[src/rtl/irq_priority_sequencer.sv]
// irq_priority_sequencer: synchronizes external IRQ pins and detects events on them.
// It holds a pending flag per channel and serves the highest-priority eligible
// channel through either the CPU exception handshake or the DTC activation handshake.
module irq_priority_sequencer #(
    parameter int N_IRQ    = 8,
    parameter int VEC_W    = 8,
    parameter int VEC_BASE = 64
) (
    input  logic                      clk,
    input  logic                      rst_n,
    input  logic [N_IRQ-1:0]          irq_pin,
    input  logic [2*N_IRQ-1:0]        iscr,
    input  logic [N_IRQ-1:0]          ier,
    input  logic [N_IRQ-1:0]          dtce,
    input  logic                      cpu_mask,
    input  logic                      isr_wren,
    input  logic [N_IRQ-1:0]          isr_wdata,
    output logic [N_IRQ-1:0]          isr_rdata,
    output logic                      cpu_int_req,
    output logic [VEC_W-1:0]          cpu_int_vec,
    input  logic                      cpu_int_ack,
    output logic                      dtc_req,
    output logic [$clog2(N_IRQ)-1:0]  dtc_ch,
    input  logic                      dtc_ack
);

    localparam int CH_W = $clog2(N_IRQ);

    typedef enum logic [1:0] {
        IDLE    = 2'd0,
        CPU_REQ = 2'd1,
        DTC_REQ = 2'd2,
        GAP     = 2'd3
    } state_t;

    logic [N_IRQ-1:0] s1_q, s2_q, s3_q;
    logic [N_IRQ-1:0] s1_d, s2_d, s3_d;
    logic [N_IRQ-1:0] isr_q, isr_d;
    logic [N_IRQ-1:0] evt;
    logic [N_IRQ-1:0] fall_v, rise_v, level_v;
    logic [N_IRQ-1:0] wr_clr, ack_clr;
    logic [N_IRQ-1:0] eligible;
    logic             win_found;
    logic [CH_W-1:0]  win_idx;

    state_t           state_q, state_d;
    logic [CH_W-1:0]  ch_q, ch_d;
    logic             cpu_int_req_q, cpu_int_req_d;
    logic [VEC_W-1:0] cpu_int_vec_q, cpu_int_vec_d;
    logic             dtc_req_q, dtc_req_d;
    logic [CH_W-1:0]  dtc_ch_q, dtc_ch_d;

    // Event detection per channel from the synchronized level and its history
    always_comb begin
        s1_d    = irq_pin;
        s2_d    = s1_q;
        s3_d    = s2_q;
        fall_v  = s3_q & ~s2_q;
        rise_v  = ~s3_q & s2_q;
        level_v = ~s2_q;
        evt     = '0;
        for (int i = 0; i < N_IRQ; i++) begin
            case (iscr[2*i +: 2])
                2'b00:   evt[i] = level_v[i];
                2'b01:   evt[i] = fall_v[i];
                2'b10:   evt[i] = rise_v[i];
                default: evt[i] = fall_v[i] | rise_v[i];
            endcase
        end
    end

    // Flag update: clears from CPU writes and acks, a same-cycle event overrides them
    always_comb begin
        wr_clr = isr_wren ? ~isr_wdata : '0;
        isr_d  = (isr_q & ~wr_clr & ~ack_clr) | evt;
    end

    // Fixed-priority pick among channels that can be served right now (lowest index wins)
    always_comb begin
        eligible  = isr_q & ier & (dtce | {N_IRQ{~cpu_mask}});
        win_found = 1'b0;
        win_idx   = '0;
        for (int i = N_IRQ - 1; i >= 0; i--) begin
            if (eligible[i]) begin
                win_found = 1'b1;
                win_idx   = CH_W'(i);
            end
        end
    end

    // Sequencer next state: commit a winner, hold the request until its matching ack
    always_comb begin
        state_d       = state_q;
        ch_d          = ch_q;
        cpu_int_req_d = cpu_int_req_q;
        cpu_int_vec_d = cpu_int_vec_q;
        dtc_req_d     = dtc_req_q;
        dtc_ch_d      = dtc_ch_q;
        ack_clr       = '0;
        case (state_q)
            IDLE: begin
                if (win_found) begin
                    ch_d = win_idx;
                    if (dtce[win_idx]) begin
                        state_d   = DTC_REQ;
                        dtc_req_d = 1'b1;
                        dtc_ch_d  = win_idx;
                    end else begin
                        state_d       = CPU_REQ;
                        cpu_int_req_d = 1'b1;
                        cpu_int_vec_d = VEC_W'(VEC_BASE) + VEC_W'(win_idx);
                    end
                end
            end
            CPU_REQ: begin
                if (cpu_int_ack) begin
                    ack_clr[ch_q] = 1'b1;
                    cpu_int_req_d = 1'b0;
                    state_d       = GAP;
                end
            end
            DTC_REQ: begin
                if (dtc_ack) begin
                    ack_clr[ch_q] = 1'b1;
                    dtc_req_d     = 1'b0;
                    state_d       = GAP;
                end
            end
            default: begin
                state_d = IDLE;
            end
        endcase
    end

    // Pin synchronizers and history; reset high so reset release sees no edge
    always_ff @(posedge clk or negedge rst_n) begin
        if (!rst_n) begin
            s1_q <= '1;
            s2_q <= '1;
            s3_q <= '1;
        end else begin
            s1_q <= s1_d;
            s2_q <= s2_d;
            s3_q <= s3_d;
        end
    end

    // Pending flag register
    always_ff @(posedge clk or negedge rst_n) begin
        if (!rst_n) begin
            isr_q <= '0;
        end else begin
            isr_q <= isr_d;
        end
    end

    // Sequencer state and registered handshake outputs
    always_ff @(posedge clk or negedge rst_n) begin
        if (!rst_n) begin
            state_q       <= IDLE;
            ch_q          <= '0;
            cpu_int_req_q <= 1'b0;
            cpu_int_vec_q <= '0;
            dtc_req_q     <= 1'b0;
            dtc_ch_q      <= '0;
        end else begin
            state_q       <= state_d;
            ch_q          <= ch_d;
            cpu_int_req_q <= cpu_int_req_d;
            cpu_int_vec_q <= cpu_int_vec_d;
            dtc_req_q     <= dtc_req_d;
            dtc_ch_q      <= dtc_ch_d;
        end
    end

    assign isr_rdata   = isr_q;
    assign cpu_int_req = cpu_int_req_q;
    assign cpu_int_vec = cpu_int_vec_q;
    assign dtc_req     = dtc_req_q;
    assign dtc_ch      = dtc_ch_q;

endmodule

[config.mk]
export PLATFORM = sky130hd
export DESIGN_NAME = irq_priority_sequencer
export DESIGN_NICKNAME = d
export VERILOG_FILES = /design/src/rtl/irq_priority_sequencer.sv
export SDC_FILE = /design/constraint.sdc
export NUM_CORES = 1
export LEC_CHECK = 0
export CORE_MARGIN = 2
export CORE_UTILIZATION = 44
export CTS_BUF_LIST = sky130_fd_sc_hd__clkbuf_2 sky130_fd_sc_hd__clkbuf_4 sky130_fd_sc_hd__clkbuf_8
export DETAILED_ROUTE_END_ITERATION = 10
export PLACE_DENSITY = 0.79
export RECOVER_POWER = 100
export SYNTH_ARGS = -nofsm -noshare
export SYNTH_HDL_FRONTEND = slang
export SYNTH_SLANG_ARGS = --single-unit
export TNS_END_PERCENT = 1
[constraint.sdc]
create_clock -name clk -period 2 [get_ports clk]
set_input_delay 0.4 -clock clk [delete_from_list [all_inputs] [get_ports clk]]
set_output_delay 0.4 -clock clk [all_outputs]
set_load 0.005 [all_outputs]
==> results of run 1 <==
-- metal layers --
layer / routed length [um] / global-route usage / up-vias
li1: - / - / 1074
met1: 2490 / 0.250 / 1025
met2: 3000 / 0.349 / 71
met3: 399 / 0.0534 / 11
met4: 124 / 0.0603 / 0
met5: 0 / 0 / -
-- cells by family after synthesis --
family,Yosys count,share of synthesized area
AOI/OAI and AO/OA,66,0.192
adders and majority gates,20,0.101
buffers and inverters,31,0.0528
DFF,46,0.475
muxes,7,0.0302
other,1,0.00151
and+or+nand+nor,79,0.148
-- power by group --
group	internal, mW	total (mW)	switching [mW]
Sequential	1.12	1.24	0.124
Clock	0.252	0.573	0.321
Combinational	0.749	1.40	0.648
Total	2.12	3.21	1.09
-- area by class of cell --
| type | instances | share of cell area |
|---|---|---|
| timing repair buffer | 103 | 0.250 |
| clock buffer | 5 | 0.0184 |
| tap | 72 | 0.0241 |
| multi-input combinational | 176 | 0.359 |
| inverter | 26 | 0.0261 |
| sequential | 46 | 0.316 |
| clock inverter | 3 | 0.00670 |
-- registers in the layout, summed over array words and instances, names as in the netlist --
register,flops
s1_q,8
ch_q,3
dtc_ch,3
isr_rdata,8
cpu_int_req,1
s3_q,8
dtc_req,1
cpu_int_vec,4
s2_q,8
state_q,2
-- synth_stat cells (2+ instances only) --
master / instances / area (um^2)
nand2b_1: 5 / 31.3
and2b_1: 3 / 22.5
nor2_1: 5 / 18.8
nand3_1: 4 / 20.0
dfrtp_1: 22 / 551
a21oi_1: 2 / 10.0
a21o_1: 3 / 22.5
nor3_1: 4 / 20.0
or2_2: 4 / 25.0
o211ai_1: 6 / 45.0
nor2b_1: 4 / 25.0
inv_1: 26 / 97.6
dfstp_2: 24 / 631
o22ai_1: 6 / 37.5
buf_4: 4 / 30.0
and2_1: 2 / 12.5
nand2_1: 45 / 169
ha_1: 20 / 250
o221ai_1: 8 / 70.1
mux2i_1: 6 / 60.1
o21ai_0: 26 / 130
-- worst reg2reg max path: cells and delay by family (launching register included) --
family | cells | cell delay [ns]
and+or+nand+nor | 1 | 0.20
muxes | 1 | 0.30
AOI/OAI and AO/OA | 5 | 1.19
DFF | 1 | 0.44
-- placed cells by master (no fill, tap or decap), drive strengths merged, types with 2 or more instances in the layout --
cell	count
or2	4
o22ai	6
clkdlybuf4s50	34
clkbuf	8
buf	33
a211oi	2
nor2b	4
nand2	45
nor2	5
a21o	3
nor3	4
o221ai	9
dfrtp	22
dfstp	24
a21oi	2
o21ai	26
o211ai	6
dlygate4sd3	23
ha	20
conb	4
and2	2
nand3	4
mux2i	6
dlygate4sd2	9
and2b	4
nand2b	5
inv	27
-- timing repair --
action,CTS,global route
gates resized for setup,45,15
pin swaps,12,7
buffers inserted,6,2
endpoints found under the setup margin,12,11
cloned,0,0
hold endpoints to repair,0,0
-- worst max-delay path by stage --
stage,from,end,cells after the start
2_1_floorplan,dtce[6],cpu_int_vec[1],8
3_3_place_gp,cpu_mask,dtc_ch[2],10
3_5_place_dp,cpu_mask,dtc_ch[0],10
4_1_cts,isr_rdata[7],cpu_int_vec[1],8
5_1_grt,isr_rdata[6],cpu_int_vec[1],7
6_report,ier[0],cpu_int_vec[6],11
-- stage by stage --
step           std cells  setup slack [ns]
5_1_grt              431            -0.336
6_report             431            -0.267
3_5_place_dp         415             -1.02
2_1_floorplan        253            -0.313
4_1_cts              429            -0.237
3_3_place_gp         415            -0.924
==> flow_summary.yaml, run 1 <==
run_status:
  outcome: "finished with violations"
  violations: "setup timing"
sta:
  hold_violations: 0
  hold_slack_ns: 0.306
  max_freq_mhz: 441
  grt_setup_unrepaired: "yes"
  maxSlewHeadroom: 0.226
  slew_violations: 0
  worst_pin_slew_ns: 1.16
  setup_tns_ns: -2.23
  finalClockSkew_ns: 0.00634
  fin_ws_ns: -0.267
  finalCritPeriodShare: 1.13
  setup_violations: 11
  fin_crit_ns: 2.27
clock_network:
  clock_sinks: 46
  cts_max_level: 2
  clock_latency_ns: 0.30
  cts_buffers: 5
  clk_pin_slew_ns: 0.09
  hold_buffers: 0
  root_buffer: "clkbuf_8"
  cts_tree: "done"
  cts_max_path_buffers: 2
setup_path:
  reg2reg_depth: 7
  start_kind: "input port"
  path_delay_family: "simple AND/OR/NAND/NOR gates"
  required_ns: 2.19
  slowest_stage: "clkdlybuf4s50_1"
  cp_cell_sequence: "clkdlybuf4s50_1, nand2_1, nor2_1, nor2_2, and2_4, o211ai_1, buf_4, a31oi_4, and2b_4, buf_12, or2_2"
  rr_startpoint: "isr_rdata[6]"
  r2r-end: "cpu_int_vec[1]"
  critical_path_arrival_ns: 2.46
  r2r_setup_slack_ns: -0.24
  crit_fanout: 3
  crit_type: "input port to flop"
  cp-end-kind: "flop"
  max_stage_delay_ns: 0.49
  worst-path-buf-inv: 3
global_routing:
  grt-ovfl-total: 0
  grt_pass1_wl_mm: 9.84
  grt_max_degree: 26
  grt_pass1_vias: 2201
  grt_usage: 0.203
  grt_antenna_before_repair: 0
cells_and_area:
  fin_nets: 432
  multi_input_area_um2: 1340
  drive_above_1_share: 0.281
  stdcell_area_um2: 3730
  seqCellArea_um2: 1180
  fin_util: 0.682
  fill_cells: 444
  synthToLayoutAreaGrowth_pct: 50.2
  diodes: 0
min_path:
  hold_path_class: "input port to async pin"
power_and_ir_drop:
  p_total_mw: 3.21
  irDropWorstVdd_uv: 434
  power_density_nw_per_um2: 860
  p_leak_nw: 1.67
synthesis:
  synthDistinctLibCells: 42
  synth-seq-cells: 46
  synthArstFlopShare: 1.00
  syn_area_um2: 2490
  syn_avg_cell_area_um2: 9.95
  synth_edf_count: 0
  synthFlopType: "dfstp_2"
  postSynthCellCount: 250
  ys_seq_area_frac: 0.475
  synth_warnings: 0
placement:
  dp_hpwl_mm: 4.66
  gp_congestion: 0.923
  placed_area_um2: 3460
  io_buffer_count: 70
floorplan:
  die_x_um: 79.2
  die_h_um: 79.2
  initial_utilization: 0.455
  core_um2: 5470
  die-area_um2: 6270
  rows: 27
  ios: 75
run:
  max_cap_viol_count: 0
drt:
  firstDrtPassIters: 4
  antenna_left: 0
  drc: 0
  vias: 2181
  post_drt_wl_per_cell_um: 14.0
  drt_iter0_markers: 98
  wirelength_mm: 6.02
  avgViaCountPerCell: 5.06
Note: power is estimated with default switching activity, not from simulation.
==> run 2, diff against run 1 <==
CTS_CLUSTER_DIAMETER = 80   (was default)
==> results of run 2 <==
The final DEF is identical to that of run 1; final timing and power are the same.
==> run 3, diff against run 2 <==
ABC_AREA = 1   (was default)
CORE_UTILIZATION = 45   (was 44)
PLACE_DENSITY = default   (was 0.79)
PLACE_DENSITY_LB_ADDON = 0.15   (was default)
==> flow_summary.yaml, run 3 <==
synthesis:
  synthFlopType: "dfstp_2"
  synthDistinctLibCells: 29
  synth_area_leader_cell: "dfstp_2"
  synthArstFlopShare: 1.00
  synth_warnings: 0
  synth_edf_count: 0
  synthTopCellsByCount: "nand2_1 (80), inv_1 (55), dfstp_2 (24)"
  syn_area_um2: 2650
  ys_seq_area_frac: 0.445
  postSynthCellCount: 300
  synth.most_common_cell: "nand2_1"
  synth_top_area_frac: 0.238
  syn_avg_cell_area_um2: 8.85
  synthTopCellsByArea: "dfstp_2 (24%), dfrtp_1 (21%), nand2_1 (11%), ha_1 (9.4%), inv_1 (7.8%)"
  synth-seq-cells: 46
run_status:
  outcome: "completed"
run:
  max_cap_viol_count: 0
clock_network:
  hold_buffers: 0
  cts_buffers: 5
  clk_pin_slew_ns: 0.09
  cts_max_path_buffers: 2
  clock_latency_ns: 0.30
  clock_sinks: 46
  cts_tree: "done"
  cts_max_level: 2
  root_buffer: "clkbuf_8"
power_and_ir_drop:
  p_leak_nw: 1.85
  irDropWorstVdd_uv: 439
  power_density_nw_per_um2: 867
global_routing:
  grt_antenna_before_repair: 0
  grt_usage: 0.187
  grt_pass1_wl_mm: 9.38
  grt-ovfl-total: 0
  grt_max_degree: 31
  grt_pass1_vias: 2229
sta:
  fin_crit_ns: 1.90
  finalClockSkew_ns: 0.00892
  setup_tns_ns: 0
  hold_violations: 0
  finalCritPeriodShare: 0.951
  max_freq_mhz: 525
  worst_pin_slew_ns: 0.886
  setup_violations: 0
  maxSlewHeadroom: 0.409
  slew_violations: 0
drt:
  antenna_left: 0
  drt_iter0_markers: 79
  vias: 2243
  drc: 0
  firstDrtPassIters: 4
  post_drt_wl_per_cell_um: 12.7
  avgViaCountPerCell: 4.79
  wirelength_mm: 5.93
setup_path:
  cp_cell_sequence: "clkdlybuf4s50_1, o211ai_2, nand2_1, a21oi_2, nor2_4, inv_2, nand3_2, nand2_2, nand2_4, nand2_4, nand3_4, nand2_2, nand2_1"
  path_delay_family: "simple AND/OR/NAND/NOR gates"
  cp-end-kind: "flop"
  crit_fanout: 4
  worst-path-buf-inv: 2
  crit_type: "input port to flop"
  max_stage_delay_ns: 0.49
  required_ns: 2.20
  start_kind: "input port"
  slowest_stage: "clkdlybuf4s50_1"
  critical_path_arrival_ns: 2.10
placement:
  gp_congestion: 0.865
  io_buffer_count: 70
  dp_hpwl_mm: 4.66
  placed_area_um2: 3550
floorplan:
  die-area_um2: 6530
  die_x_um: 80.8
  initial_utilization: 0.473
  ios: 75
  die_h_um: 80.8
  core_um2: 5610
  rows: 27
cells_and_area:
  diodes: 0
  synthToLayoutAreaGrowth_pct: 41.5
  drive_above_1_share: 0.247
  fin_nets: 469
  final_cell_mix: "nand2_1 (68), inv_1 (51), clkdlybuf4s50_1 (37)"
  final_common_cell: "nand2_1"
  stdcell_area_um2: 3760
min_path:
  hold_path_class: "input port to async pin"
==> run 3: kinds of logic (layout without fill, tap and decap cells) <==
kind of cell	after synthesis	after routing	synth area share
AOI/OAI and AO/OA	45	45	0.129
adders and majority gates	20	20	0.0943
buffers and inverters	65	158	0.0990
DFF	46	46	0.445
other	1	4	0.00141
and+or+nand+nor	123	123	0.231
==> run 3: cell type report <==
class	instances	area, um^2
sequential	46	1180
multi-input combinational	192	1310
inverter	59	221
fill	486	1850
clock inverter	1	5.00
clock buffer	7	90.1
timing repair buffer	91	856
tap	72	90.1
==> run 3: layer usage <==
layer | GRT usage | up-vias | routed length, um
met4 | 0.0644 | 0 | 109
met2 | 0.337 | 55 | 2900
li1 | - | 1135 | -
met1 | 0.220 | 1044 | 2590
met5 | 0 | - | 0
met3 | 0.0433 | 9 | 331
==> run 3: where the power goes <==
part / internal [mW] / switching [mW]
registers: 1.12 / 0.127
logic: 0.652 / 0.755
clock network: 0.293 / 0.312
total: 2.06 / 1.19
==> run 3: metrics by stage <==
stage	setup slack [ns]	utilization	std cells	hold WS, ns	power, mW
after detailed placement	-0.336	0.633	456	0.347	2.64
after CTS	0.0418	0.650	464	0.0200	3.25
after global routing	-0.0397	0.670	468	0.272	3.54
final	0.0970	0.670	468	0.188	3.26
after global placement	-0.274	0.633	456	0.346	2.61
after floorplan	0.362	-	303	0.104	2.06
==> run 3: worst paths after layout <==
check                           slack (ns)             end         start  depth (start not counted)
worst min register to register        0.36         s2_q[7]       s1_q[7]                          0
max in group asynchronous             0.57    isr_rdata[2]         rst_n                          2
min in group clk                      0.36         s2_q[7]       s1_q[7]                          0
worst max-delay path                   0.1  cpu_int_vec[2]       dtce[2]                         13
worst max register to register        0.15       dtc_ch[0]  isr_rdata[6]                         17
worst min-delay path                  0.19    isr_rdata[6]         rst_n                          1
==> run 3: worst reg2reg max path, stage by stage (launching register included) <==
cell	delay (ns)
dfrtp_1	0.40
nand2_1	0.08
inv_1	0.05
nand2_2	0.06
nand2_1	0.05
nand2_1	0.05
nand2_1	0.06
nand2_1	0.06
nand2_1	0.06
nand2_2	0.13
nand3_1	0.15
nand3_4	0.14
nand2_2	0.07
nand2_2	0.09
nand2_2	0.07
buf_4	0.14
nand2_1	0.05
nand2_1	0.05
==> run 3: what timing repair did <==
action                     in CTS  in global routing
resized for setup               1                 33
setup endpoints to repair       6                 12
pin swaps                       0                 15
setup buffers                   0                  4
